$ cat config.mk
export PLATFORM = sky130hd
export DESIGN_NAME = char_ram_reader
export DESIGN_NICKNAME = d
export VERILOG_FILES = /design/src/rtl/char_ram_reader.sv
export SDC_FILE = /design/constraint.sdc
export NUM_CORES = 1
export LEC_CHECK = 0
export CORE_MARGIN = 8
export CORE_UTILIZATION = 33
export CTS_BUF_LIST = sky130_fd_sc_hd__clkbuf_8
export CTS_CLUSTER_SIZE = 10
export DETAILED_ROUTE_END_ITERATION = 7
export DONT_BUFFER_PORTS = 1
export SYNTH_ARGS = -nofsm -noshare
export SYNTH_HDL_FRONTEND = slang
export SYNTH_SLANG_ARGS = --single-unit
$ cat constraint.sdc
create_clock -name clk -period 3.65 [get_ports clk]
set_input_delay 0.73 -clock clk [delete_from_list [all_inputs] [get_ports clk]]
set_output_delay 0.73 -clock clk [all_outputs]
set_load 0.02 [all_outputs]
$ cat src/rtl/char_ram_reader.sv
// Streams a captured character window out of a 1-cycle-latency RAM in raster order over valid/ready.
// Optional read-and-clear mode (zero each pixel after it is sent) is enabled by defining CHAR_READ_CLEAR_EN.
module char_ram_reader #(
  parameter int CHAR_W = 200,
  parameter int CHAR_H = 105,
  parameter int ADDR_W = 15,
  parameter int DATA_W = 8
) (
  input  logic              clk,
  input  logic              rst_n,
  input  logic              start,
  output logic              busy,
  output logic              done,
  output logic [ADDR_W-1:0] ram_rd_addr,
  input  logic [DATA_W-1:0] ram_rd_data,
  output logic [DATA_W-1:0] pix_data,
  output logic              pix_valid,
  input  logic              pix_ready,
  output logic [7:0]        pix_col,
  output logic [6:0]        pix_row,
  output logic              pix_sof,
  output logic              pix_eol,
  output logic              pix_eof
`ifdef CHAR_READ_CLEAR_EN
  ,
  output logic              ram_clr_we,
  output logic [ADDR_W-1:0] ram_clr_addr
`endif
);

  localparam logic [ADDR_W-1:0] LAST_ADDR = ADDR_W'(CHAR_W * CHAR_H - 1);
  localparam logic [7:0]        LAST_COL  = 8'(CHAR_W - 1);

  typedef enum logic [1:0] {
    S_IDLE  = 2'd0,
    S_ISSUE = 2'd1,
    S_DRAIN = 2'd2,
    S_DONE  = 2'd3
  } state_t;

  typedef struct packed {
    logic       sof;
    logic       eol;
    logic       eof;
    logic [7:0] col;
    logic [6:0] row;
  } tag_t;

  typedef struct packed {
    tag_t              tag;
    logic [DATA_W-1:0] data;
  } pix_t;

  state_t            state_q, state_d;
  logic [ADDR_W-1:0] addr_q, addr_d;
  logic [7:0]        col_q, col_d;
  logic [6:0]        row_q, row_d;
  logic              busy_q, busy_d;
  logic              done_q, done_d;
  logic              infl_vld_q, infl_vld_d;
  tag_t              infl_tag_q, infl_tag_d;
  logic              out_vld_q, out_vld_d;
  pix_t              out_q, out_d;
  logic              skid_vld_q, skid_vld_d;
  pix_t              skid_q, skid_d;

  logic              xfer_s;
  logic [1:0]        occ_s;
  logic              issue_s;
  tag_t              iss_tag_s;
  pix_t              arr_s;

  // Handshake, slot accounting and the tag of the address being presented.
  always_comb begin
    xfer_s  = out_vld_q & pix_ready;
    // Slots committed after this edge; an issue now lands one cycle later and must still fit.
    occ_s   = {1'b0, out_vld_q} + {1'b0, skid_vld_q} + {1'b0, infl_vld_q} - {1'b0, xfer_s};
    issue_s = (state_q == S_ISSUE) && (occ_s < 2'd2);

    iss_tag_s.sof = (addr_q == '0);
    iss_tag_s.eol = (col_q == LAST_COL);
    iss_tag_s.eof = (addr_q == LAST_ADDR);
    iss_tag_s.col = col_q;
    iss_tag_s.row = row_q;

    arr_s.tag  = infl_tag_q;
    arr_s.data = ram_rd_data;
  end

  // Frame sequencing and read-address / row-column generation.
  always_comb begin
    state_d = state_q;
    addr_d  = addr_q;
    col_d   = col_q;
    row_d   = row_q;
    busy_d  = busy_q;
    done_d  = 1'b0;
    case (state_q)
      S_IDLE: begin
        if (start) begin
          state_d = S_ISSUE;
          busy_d  = 1'b1;
        end else begin
          state_d = S_IDLE;
        end
      end
      S_ISSUE: begin
        if (issue_s) begin
          if (addr_q == LAST_ADDR) begin
            state_d = S_DRAIN;
          end else begin
            addr_d = addr_q + ADDR_W'(1);
            if (col_q == LAST_COL) begin
              col_d = 8'd0;
              row_d = row_q + 7'd1;
            end else begin
              col_d = col_q + 8'd1;
            end
          end
        end else begin
          state_d = S_ISSUE;
        end
      end
      S_DRAIN: begin
        if (xfer_s && out_q.tag.eof) begin
          state_d = S_DONE;
          busy_d  = 1'b0;
          done_d  = 1'b1;
        end else begin
          state_d = S_DRAIN;
        end
      end
      S_DONE: begin
        state_d = S_IDLE;
        addr_d  = '0;
        col_d   = 8'd0;
        row_d   = 7'd0;
      end
      default: begin
        state_d = S_IDLE;
        addr_d  = '0;
        col_d   = 8'd0;
        row_d   = 7'd0;
        busy_d  = 1'b0;
      end
    endcase
  end

  // Output register plus skid register; the skid entry is always older than RAM return data.
  always_comb begin
    infl_vld_d = issue_s;
    infl_tag_d = issue_s ? iss_tag_s : '0;
    out_vld_d  = out_vld_q;
    out_d      = out_q;
    skid_vld_d = skid_vld_q;
    skid_d     = skid_q;
    if (!out_vld_q || xfer_s) begin
      if (skid_vld_q) begin
        out_vld_d  = 1'b1;
        out_d      = skid_q;
        skid_vld_d = infl_vld_q;
        skid_d     = infl_vld_q ? arr_s : '0;
      end else if (infl_vld_q) begin
        out_vld_d = 1'b1;
        out_d     = arr_s;
      end else begin
        out_vld_d = 1'b0;
        out_d     = '0;
      end
    end else begin
      if (infl_vld_q) begin
        skid_vld_d = 1'b1;
        skid_d     = arr_s;
      end else begin
        skid_vld_d = skid_vld_q;
        skid_d     = skid_q;
      end
    end
  end

  // State and datapath registers.
  always_ff @(posedge clk or negedge rst_n) begin
    if (!rst_n) begin
      state_q    <= S_IDLE;
      addr_q     <= '0;
      col_q      <= 8'd0;
      row_q      <= 7'd0;
      busy_q     <= 1'b0;
      done_q     <= 1'b0;
      infl_vld_q <= 1'b0;
      infl_tag_q <= '0;
      out_vld_q  <= 1'b0;
      out_q      <= '0;
      skid_vld_q <= 1'b0;
      skid_q     <= '0;
    end else begin
      state_q    <= state_d;
      addr_q     <= addr_d;
      col_q      <= col_d;
      row_q      <= row_d;
      busy_q     <= busy_d;
      done_q     <= done_d;
      infl_vld_q <= infl_vld_d;
      infl_tag_q <= infl_tag_d;
      out_vld_q  <= out_vld_d;
      out_q      <= out_d;
      skid_vld_q <= skid_vld_d;
      skid_q     <= skid_d;
    end
  end

  assign busy        = busy_q;
  assign done        = done_q;
  assign ram_rd_addr = addr_q;
  assign pix_valid   = out_vld_q;
  assign pix_data    = out_q.data;
  assign pix_col     = out_q.tag.col;
  assign pix_row     = out_q.tag.row;
  assign pix_sof     = out_q.tag.sof;
  assign pix_eol     = out_q.tag.eol;
  assign pix_eof     = out_q.tag.eof;

`ifdef CHAR_READ_CLEAR_EN
  logic              clr_we_q, clr_we_d;
  logic [ADDR_W-1:0] clr_addr_q, clr_addr_d;
  logic [ADDR_W-1:0] xfer_cnt_q, xfer_cnt_d;

  // Pixels leave strictly in address order, so a transfer counter is the address to clear.
  always_comb begin
    clr_we_d   = xfer_s;
    clr_addr_d = clr_addr_q;
    xfer_cnt_d = xfer_cnt_q;
    if (xfer_s) begin
      clr_addr_d = xfer_cnt_q;
      xfer_cnt_d = xfer_cnt_q + ADDR_W'(1);
    end else if (state_q == S_IDLE) begin
      xfer_cnt_d = '0;
    end else begin
      xfer_cnt_d = xfer_cnt_q;
    end
  end

  // Clear-port registers.
  always_ff @(posedge clk or negedge rst_n) begin
    if (!rst_n) begin
      clr_we_q   <= 1'b0;
      clr_addr_q <= '0;
      xfer_cnt_q <= '0;
    end else begin
      clr_we_q   <= clr_we_d;
      clr_addr_q <= clr_addr_d;
      xfer_cnt_q <= xfer_cnt_d;
    end
  end

  assign ram_clr_we   = clr_we_q;
  assign ram_clr_addr = clr_addr_q;
`endif

endmodule

Word-level counts from Yosys, hierarchy flattened
Cells that the tools add are included.

Logic and storage cells: 91. Input port bits: 12. Register bits after elaboration: 107. Output and inout port bits: 44.

$lt $le $gt $ge: 1. Multiplexer cells: 32. Add/sub/neg operators: 6. Equal/unequal tests: 12. Reductions and logical operators: 13. Bitwise gates (word level): 1.

Operator list (count): $mux 26 (5); $mux 15 (2); $pmux 15 s2 (1); $mux 8 (3); $mux 7 (3); $mux 18 (1); $pmux 8 s2 (1); $add 15x1->15 const B (1); $eq 15x15->1 const B (1); $logic_not 15->1 (1); $pmux 7 s2 (1); $ne 2x2->1 const B (6); $mux 1 (11); $add 8x1->8 const B (1); $eq 8x8->1 const B (1); $pmux 2 s4 (1); $add 7x1->7 const B (1); $reduce_and 3->1 (2); $reduce_bool 2->1 (3); $eq 2x2->1 const B (2); $mux 2 (2); $reduce_and 4->1 (1); $ne 3x3->1 const B (1); $add 1x1->2 (1); other kinds (11) (12).

Depth between registers and ports, before layout
Gate-level depths: netlist of the first run.

Depth after elaboration: 7. Gate-level depth with buffers: 12. Depth with buffers taken out: 11.

Least setup slack after synthesis of the first run
Ideal clock, no wire load.

Path kind: input-to-reg. From: input pix_ready. To: register addr_q[13], in the netlist ram_rd_addr[13]. Data required time: 3526 ps. Setup time: 124 ps. Path slack: 831 ps. Stages on the path: 12. Data arrival time: 2695 ps. Cells stage by stage: and2_1 > ha_1 > inv_1 > ha_1 > a21oi_2 > xor2_2 > nand3b_1 > inv_2 > and2_1 > buf_2 > and3_1 > a211o_1.

Longest elaborated chain between the ends: 6.

Ends and longest elaborated chain: start, declared (RTL line 18) `input logic pix_ready,`; $and 1x1->1 (RTL line 75) `xfer_s = out_vld_q & pix_ready;`; $sub 2x1->2 (RTL line 77) `occ_s = {1'b0, out_vld_q} + {1'b0, skid_vld_q} + {1'b0, infl_vld_q} - {1'b0, xfer_s};`; $lt 2x2->1 (RTL line 78) `issue_s = (state_q == S_ISSUE) && (occ_s < 2'd2);`; $logic_and 1x1->1 (RTL line 78); $ne 2x2->1 (no source line); $reduce_and 3->1 (no source line); end signal, assigned (RTL line 198) `addr_q <= addr_d;`; end, declared (RTL line 55) `logic [ADDR_W-1:0] addr_q, addr_d;`.

Every way passes these cells. A chain may end at the register's enable or synchronous reset.

Final worst setup path of the first run
From: register out_vld_q, in the netlist pix_valid. To: register addr_q[12], in the netlist ram_rd_addr[12].

Longest elaborated chain between the ends: 7. Elaborated cells between the ends (all ways): 8. Classes of those cells: 3 x add/sub; 1 x order compare; 1 x eq/ne; 1 x bitwise; 2 x reduce/logical.

Ends and longest elaborated chain: start, declared (RTL line 62) `logic out_vld_q, out_vld_d;`; start signal, assigned (RTL line 205) `out_vld_q <= out_vld_d;`; $add 1x1->2 (RTL line 77); $add 2x1->2 (RTL line 77); $sub 2x1->2 (*) (RTL line 77); $lt 2x2->1 (*) (RTL line 78); $logic_and 1x1->1 (*) (RTL line 78); $ne 2x2->1 (no source line) (*); $reduce_and 3->1 (no source line) (*).

Every way passes the cells marked *; elsewhere a longest branch is shown, timed or not.

==> results.cfg, run 1 <==
[die]
dieArea_mm2 = 0.01824
fp-row-count = 43
die_w_um = 135.1
start_util_pct = 33.70
fp.dieH_um = 135.1
core-area_mm2 = 0.01388
pin_count = 56

[detailed_routing]
routedWlPerCell_um = 17.29
routed_wl_um = 10840
drt_iter0_drc = 282
via_per_inst = 5.512
ant_nets = 0
dr.pass1.iters = 4
vias = 3456
drcViolationCount = 0

[logic_synthesis]
synth_edf_count = 0
synth_fa_ha_area_share_pct = 1.605
syn-mean-instance-area_um2 = 10.51
yosysUniqueCellTypes = 53
syn_area_mm2 = 0.004678
ys_seq_elements = 107
synthMuxAreaShare_pct = 0.4547
syn_inst = 445
yosys.area_share.simple_pct = 19.18
synth_compound_area_share_pct = 18.05
yosysWarnings = 0
ys.flop_type = dfrtp_1
synthArstFlopShare_pct = 100.0
synth_xor_area_share_pct = 0.5349
yosysSeqAreaShare_pct = 57.23
synth_top_family_by_area = simple AND/OR/NAND/NOR gates
syn_nets = 463

[clock_network]
h-tree-depth = 3
hold_buffers = 0
postCtsSetupBuffers = 0
clkLatencyLatePin_ps = 360
cts_buffer_depth = 2
numCtsBuffers = 9
root_buffer = clkbuf_8
cts_tree = yes
cts_resized = 0
clock_sinks = 107
cts.clk_slew.worst_paths_ps = 110

[worst_setup_path]
critical_path_peak_fanout = 18
max_stage_delay_ps = 530
r2r_slack_ps = 580
ff2ff_path_depth = 11
crit_path_start_kind = flop
r2r_end = ram_rd_addr[12]$_DFFE_PN0P_
crit_arrival_ps = 3360
crit_type = flop to flop
cp_cell_sequence = and2_1 > ha_1 > inv_1 > ha_1 > a21oi_2 > xor2_2 > nand3b_1 > inv_2 > and2_1 > a41oi_1 > a31oi_1
rr_startpoint = pix_valid$_DFFE_PN0N_
cp_slowest_cell = dfrtp_1
crit_path_end_kind = flop
cp.required_ps = 3940

[power]
power_density_mw_per_mm2 = 817.8
max-vdd-ir-drop_v = 0.0003780
power_leakage_nw = 2.278

[finish]
fin_nets = 460
n_antenna_cell = 0
final_cells = 627
drive_above_1_share_pct = 8.277
fin_util_pct = 36.80
syn2layout_area_growth_pct = 9.200

[global_route]
grt_first_pass_wirelength_um = 18270
antenna_found_initial = 0
grt_overflow_total = 0
grt_usage_pct = 12.36
grt_max_degree = 108
grt_pass1_vias = 3504

[timing]
fin_tns_setup_ps = 0
fin_crit_sh_pct = 84.20
fin_crit_ps = 3073
fin_skew_ps = 8.710
finalSetupViolCount = 0
rsz0062_at_grt = false
clock.fmax_mhz = 325.4
finalMaxSlewViolations = 0
maxSlewHeadroom_pct = 21.63
worst_pin_slew_ps = 1165
hold_viol = 0

[min_path]
hold_path.class = input port to asynchronous set/reset pin

[run_status]
status = complete, no violations

[placed_design]
dp_cells = 609
place.gp.congestion = 0.8535
hpwl_um = 7374
io_buffers = 0

[run]
maxCapViolations = 0
## cells in the mapped netlist (2+ instances only)
library cell  count  share of area (%)
buf_2             5               0.53
a21o_1            2               0.32
a31oi_1           6               0.80
a41o_1            2               0.43
a311oi_1          4               0.75
inv_1             7               0.56
a41oi_1           3               0.56
nand3b_1          2               0.32
nand3_1          12                1.3
a221oi_1         24                4.5
nor2b_1           2               0.27
a211o_1           2               0.37
nand2_1          30                2.4
a22o_1           26                4.9
nor3b_1           2               0.32
and3_1            7               0.94
clkbuf_1         19                1.5
nor3_1           10                1.1
dfrtp_1         107                 57
a21oi_1          18                1.9
ha_1              6                1.6
nor4_1            3               0.40
nand4_1           5               0.67
o31ai_1           4               0.64
nor2_1           67                5.4
and2_1           19                2.5
o21ai_0          17                1.8
or4_1             6               0.96
or3_1             4               0.53
## flip-flops by register name, indices dropped and copies added (netlist names), 7 cells and up, named ones only
signal	cells
pix_col	8
pix_data	8
skid_q	26
ram_rd_addr	15
col_q	8
row_q	7
pix_row	7
arr_s	18
## critical path: cells and delay by family (launching register included)
family / cells / cell delay [ps]
buf+inv: 2 / 310
xor+xnor: 1 / 310
compound gates: 3 / 550
flops: 1 / 530
simple gates: 3 / 760
fa+ha+maj: 2 / 540
## stage by stage
step | power [mW] | hold slack, ps | setup slack [ps] | instance area [um2]
after floorplan | 3.018 | 434.4 | 831.2 | 4678
after global placement | 3.379 | 437.9 | 588.9 | 4877
after detailed placement | 3.447 | 437.4 | 422.5 | 4877
after CTS | 4.212 | 20.43 | 559.1 | 5089
after global routing | 4.519 | 0.4633 | 232.1 | 5109
final | 4.178 | 46.52 | 576.6 | 5109
## cells by family (layout without fill, tap and decap cells)
group / count (synthesis) / after routing
AO/OA/AOI/OAI: 114 / 114
AND/OR/NAND/NOR: 180 / 180
adder cells (fa/ha/maj): 6 / 6
flip-flops: 107 / 107
multiplexers: 2 / 2
XOR/XNOR: 2 / 2
buffers and inverters: 34 / 36
## cells in the final DEF, fill, tap and decap left out, drive strengths merged, types with 3 or more instances in the layout
master    n
o31ai     4
a221oi   24
o21ai    17
ha        6
nand4     5
nor4      4
inv      12
nand2    31
a31oi     6
nand3    13
a21oi    19
a22o     26
a311oi    4
buf      10
or4       6
and2     19
or3       5
nor3     10
dfrtp   107
and3      8
clkbuf    9
a41oi     3
nor2     67
## power by group
| group | internal (mW) | switching [mW] | total [mW] |
|---|---|---|---|
| Combinational | 0.497 | 0.907 | 1.40 |
| Sequential | 1.51 | 0.512 | 2.02 |
| Clock | 0.332 | 0.424 | 0.756 |
| Total | 2.33 | 1.84 | 4.18 |
## final cells by class
class	count	area (um2)
Clock buffer	9	123.9
Clock inverter	7	87.58
Fill cell	1355	8772
Inverter	8	30.03
Multi-Input combinational cell	304	1869
Sequential cell	107	2678
Tap cell	180	225.2
Timing Repair Buffer	12	95.09
## worst max-delay path by stage
| stage | startpoint | endpoint | slack (ps) | cells after the start |
|---|---|---|---|---|
| 4_1_cts | pix_valid$_DFFE_PN0N_ | ram_rd_addr[11]$_DFFE_PN0P_ | 560 | 11 |
| 3_3_place_gp | pix_ready | ram_rd_addr[12]$_DFFE_PN0P_ | 590 | 11 |
| 5_1_grt | pix_valid$_DFFE_PN0N_ | ram_rd_addr[12]$_DFFE_PN0P_ | 230 | 11 |
| 6_report | pix_valid$_DFFE_PN0N_ | ram_rd_addr[12]$_DFFE_PN0P_ | 580 | 11 |
| 3_5_place_dp | pix_ready | ram_rd_addr[11]$_DFFE_PN0P_ | 420 | 11 |
| 2_1_floorplan | pix_ready | ram_rd_addr[13]$_DFFE_PN0P_ | 830 | 12 |
## metal layers
layer	up-vias	track usage, %	routed length, um
met2	124	18.08	4736
met5	-	0	0
met4	0	3.331	70
li1	1631	-	-
met1	1694	16.09	4745
met3	7	5.646	1289
Note: power is estimated with default switching activity, not from simulation.
==> inputs of run 2 (changes only) <==
- clock period: 3.65 -> 3.05 ns (I/O delays scaled with it)
==> run 2 against run 1 <==
Effect of this change: the run now ends with negative hold slack left; die area unchanged; clock skew up 3.1 ps; sequential share of layout area down 0.53 points; power up 23%; combinational power up 32%; worst hold slack worse by 130 ps; non-clock buffer count up 6.
==> results.cfg, run 2 (synthesis results as in run 1) <==
[timing]
worst_pin_slew_ps = 708.4
finalSetupViolCount = 0
finalMaxSlewViolations = 0
fin_crit_sh_pct = 88.11
fin_skew_ps = 11.82
maxSlewHeadroom_pct = 52.60
clock.fmax_mhz = 372.1
rsz0062_at_grt = false
holdWs_ps = -85.49
fin_crit_ps = 2687
fin_tns_setup_ps = 0
hold_viol = 107
setup_slack_ps = 362.5

[clock_network]
cts_tree = yes
cts.clk_slew.worst_paths_ps = 110
clkLatencyLatePin_ps = 380
h-tree-depth = 3
root_buffer = clkbuf_8
numCtsBuffers = 9
postCtsSetupBuffers = 0
cts_buffer_depth = 2
clock_sinks = 107
cts_resized = 0

[power]
power_density_mw_per_mm2 = 995.6
finalPower_mw = 5.139
max-vdd-ir-drop_v = 0.0004315
power_leakage_nw = 2.312

[run_status]
failed_checks = negative hold slack
status = complete, but fails checks

[finish]
n_antenna_cell = 0
drive_above_1_share_pct = 10.15
syn2layout_area_growth_pct = 10.32
layout_common_cells = dfrtp_1, nor2_1, nand2_1, a22o_1, a221oi_1
top_register = skid_q
fin_area_mm2 = 0.005161
fin_util_pct = 37.18
fin_nets = 466
largest_reg_flops = 26
layout_commonest_cell = dfrtp_1

[run]
maxCapViolations = 0

[global_route]
grt_pass1_vias = 3518
grt_max_degree = 108
grt_overflow_total = 0
antenna_found_initial = 0
grt_first_pass_wirelength_um = 18300
grt_usage_pct = 12.39

[detailed_routing]
drt_iter0_drc = 295
dr.pass1.iters = 4
drcViolationCount = 0
routedWlPerCell_um = 17.43
routed_wl_um = 11030
via_per_inst = 5.498
ant_nets = 0
vias = 3480

[worst_setup_path]
critical_path_peak_fanout = 7
crit_path_start_kind = flop
crit_path_end_kind = flop
crit_arrival_ps = 2980
cp.required_ps = 3340
crit_type = flop to flop

[die]
fp-row-count = 43
core-area_mm2 = 0.01388
die_w_um = 135.1
pin_count = 56
fp.dieH_um = 135.1
dieArea_mm2 = 0.01824
start_util_pct = 33.70

[placed_design]
place_ws_ps = 155.0
hpwl_um = 7393
place.gp.congestion = 0.8596
place_area_mm2 = 0.004950
io_buffers = 0

[min_path]
hold_path.class = input port to asynchronous set/reset pin
## run 2: cell types whose count changed in the layout (fill, tap and decap cells not counted)
cell,before,now
buf_4,10,17
clkinv_2,0,2
dlygate4sd3_1,2,0
inv_6,2,0
buf_12,0,1
inv_1,8,7
inv_8,1,2
## run 2: worst max-delay path: stages (launching register included)
cell      delay, ps
dfrtp_1         390
and2_1          160
ha_1            270
inv_1            40
ha_1            280
a21oi_2         210
xor2_2          180
buf_4           170
nand3b_1        190
inv_2           130
and2_1          250
o21ai_0         130
a31oi_1         190
## run 2: area by class of cell
type,count,area (um2)
fillers,1378,8720
flip-flops and latches,107,2678
multi-input cells,304,1869
well taps,180,225.2
repair buffers,18,147.6
clock buffers,9,123.9
clock inverters,7,87.58
inverters,8,30.03
## run 2: power breakdown
group / total [mW] / switching (mW) / leakage [nW] / internal [mW]
combinational: 1.85 / 1.14 / 0.797 / 0.708
sequential: 2.38 / 0.576 / 1.40 / 1.80
clock: 0.909 / 0.513 / 0.110 / 0.396
total: 5.14 / 2.23 / 2.31 / 2.91
## run 2: path summary, 6_finish.rpt
path                                  startpoint                           to  slack, ps  cells after the start
max                        pix_valid$_DFFE_PN0N_  ram_rd_addr[11]$_DFFE_PN0P_        360                     12
min                                        rst_n       skid_q[16]$_DFFE_PN0P_        -90                      0
max reg2reg                pix_valid$_DFFE_PN0N_  ram_rd_addr[11]$_DFFE_PN0P_        360                     12
min reg2reg                  arr_s[11]$_DFF_PN0_       skid_q[11]$_DFFE_PN0P_        510                      1
max in group asynchronous                  rst_n        skid_q[2]$_DFFE_PN0P_       2990                      0
min in group clk                  ram_rd_data[1]        skid_q[1]$_DFFE_PN0P_        350                      1
## run 2: through the flow
step / std cells / hold WS, ps
2_1_floorplan: 445 / 314.4
3_3_place_gp: 617 / 317.3
3_5_place_dp: 617 / 317.5
4_1_cts: 633 / -116.9
5_1_grt: 633 / -125.7
6_report: 633 / -85.49
## run 2: per-layer routing
metal	up-vias	wire, um	global-route usage (%)
li1	1635	-	-
met1	1698	4888	15.60
met2	132	4659	18.19
met3	15	1342	6.018
met4	0	142	4.010
met5	-	0	0
==> inputs of run 3 (changes only) <==
- CORE_UTILIZATION: 33 -> 44
==> run 3 against run 2 <==
Effect of this change: the flow still finishes with violations (negative hold slack); sequential share of layout area rose by 0.62 points; combinational power fell by 5%; worst hold slack improved by 18 ps; cell count fell by 7.1%; via count rose by 1.5%; maximum frequency rose by 0.67%; clock skew fell by 4.5 ps; die area fell by 22%; critical endpoint is now arr_s[25]$_DFF_PN0_; largest cell class unchanged.
==> results.cfg, run 3 (synthesis results as in run 1) <==
[finish]
top_register = skid_q
syn2layout_area_growth_pct = 9.013
layout_common_cells = dfrtp_1, nor2_1, nand2_1, a22o_1, a221oi_1
n_antenna_cell = 0
largest_reg_flops = 26
fin_area_mm2 = 0.005100
drive_above_1_share_pct = 9.956
fin_nets = 465
fin_util_pct = 49.40
layout_commonest_cell = dfrtp_1

[detailed_routing]
drcViolationCount = 0
ant_nets = 0
vias = 3533
via_per_inst = 6.009
routed_wl_um = 10690
drt_iter0_drc = 426
routedWlPerCell_um = 18.18
dr.pass1.iters = 5

[run]
maxCapViolations = 0

[timing]
hold_viol = 107
maxSlewHeadroom_pct = 48.73
clock.fmax_mhz = 374.6
fin_skew_ps = 7.298
finalSetupViolCount = 0
fin_tns_setup_ps = 0
finalMaxSlewViolations = 0
rsz0062_at_grt = false
holdWs_ps = -67.66
fin_crit_sh_pct = 87.53
fin_crit_ps = 2670
setup_slack_ps = 380.4
worst_pin_slew_ps = 766.2

[power]
p_sw_mw = 2.161
p_comb_share_pct = 34.4
max-vdd-ir-drop_v = 0.0004155
power_density_mw_per_mm2 = 1003
p_seq_share_pct = 46.6
power.share.clock_pct = 19.0
p_int_mw = 2.955
p_sw_share_pct = 42.24
power_leakage_nw = 2.311

[die]
pin_count = 56
fp-row-count = 37
core-area_mm2 = 0.01032
dieArea_mm2 = 0.01419
start_util_pct = 45.32
die_w_um = 119.1
fp.dieH_um = 119.1

[clock_network]
postCtsSetupBuffers = 0
root_buffer = clkbuf_8
h-tree-depth = 3
clkLatencyLatePin_ps = 360
cts_resized = 0
cts_buffer_depth = 2
clock_sinks = 107
cts.clk_slew.worst_paths_ps = 100
cts_tree = yes
numCtsBuffers = 9

[global_route]
use_met1_pct = 20.75
grt.busiest_layer = met2
met2_usage_pct = 22.87
grt_usage_pct = 15.42
globalRouteMet3Util_pct = 4.676
grt_max_degree = 108
antenna_found_initial = 0
grt_first_pass_wirelength_um = 18150
grt_pass1_vias = 3452
grt_overflow_total = 0

[worst_setup_path]
critical_path_peak_fanout = 6
crit_arrival_ps = 2980
cp.required_ps = 3360
crit_path_end_kind = flop
crit_type = flop to flop
crit_path_start_kind = flop

[placed_design]
place_area_mm2 = 0.004875
place.gp.congestion = 0.8174
place_ws_ps = 176.9
io_buffers = 0
hpwl_um = 7109

[min_path]
hold_path.class = input port to asynchronous set/reset pin

[run_status]
status = complete, but fails checks
failed_checks = negative hold slack
run 3: cell types whose count changed in the layout (fill, tap and decap cells not counted), sizes merged:
cell,delta
inv,-1
clkbuf,+1
clkinv,-1
buf,-1
bufinv,+1
run 3: worst max-delay path: stages (launching register included):
cell and delay [ps]:
dfrtp_1 390, and2_1 150, ha_1 270, inv_1 40
ha_1 280, a21oi_2 210, xor2_2 190, buf_4 160
nand3b_1 110, buf_4 190, nor4_1 440, buf_4 190
run 3: area by class of cell:
class	count	area [um2]
clock buffers	10	137.6
multi-input cells	304	1869
fillers	958	5224
well taps	136	170.2
inverters	8	30.03
flip-flops and latches	107	2678
repair buffers	17	127.6
clock inverters	6	87.58
run 3: path summary, 6_finish.rpt:
kind                                        from                 endpoint  slack, ps  cells after the start
max reg2reg                pix_valid$_DFFE_PN0N_      arr_s[25]$_DFF_PN0_        380                     11
min reg2reg                  arr_s[17]$_DFF_PN0_   skid_q[17]$_DFFE_PN0P_        500                      1
max                        pix_valid$_DFFE_PN0N_      arr_s[25]$_DFF_PN0_        380                     11
min                                        rst_n  pix_data[7]$_DFFE_PN0N_        -70                      0
min in group clk                  ram_rd_data[3]    skid_q[3]$_DFFE_PN0P_        370                      1
max in group asynchronous                  rst_n     col_q[2]$_DFFE_PN0P_       2990                      0
run 3: per-layer routing:
layer,wire length [um],up-vias,share of wire (%)
li1,-,1631,-
met2,4864,122,46
met4,167,0,1.6
met5,0,-,0
met3,983,13,9.2
met1,4673,1767,44
run 3: metrics by stage:
step,cells,power (mW)
finish,588,5.115
global route,588,5.492
CTS,588,5.159
detailed placement,572,4.178
global placement,572,4.148
floorplan,445,3.611
run 3: power groups by stage:
| stage | Combinational (mW) | Clock (mW) | Sequential (mW) |
|---|---|---|---|
| finish | 1.76 | 0.973 | 2.38 |
| global route | 1.99 | 1.05 | 2.45 |
| CTS | 1.77 | 0.996 | 2.39 |
| detailed placement | 1.76 | 0 | 2.42 |
| global placement | 1.74 | 0 | 2.41 |
| floorplan | 1.30 | 0 | 2.31 |
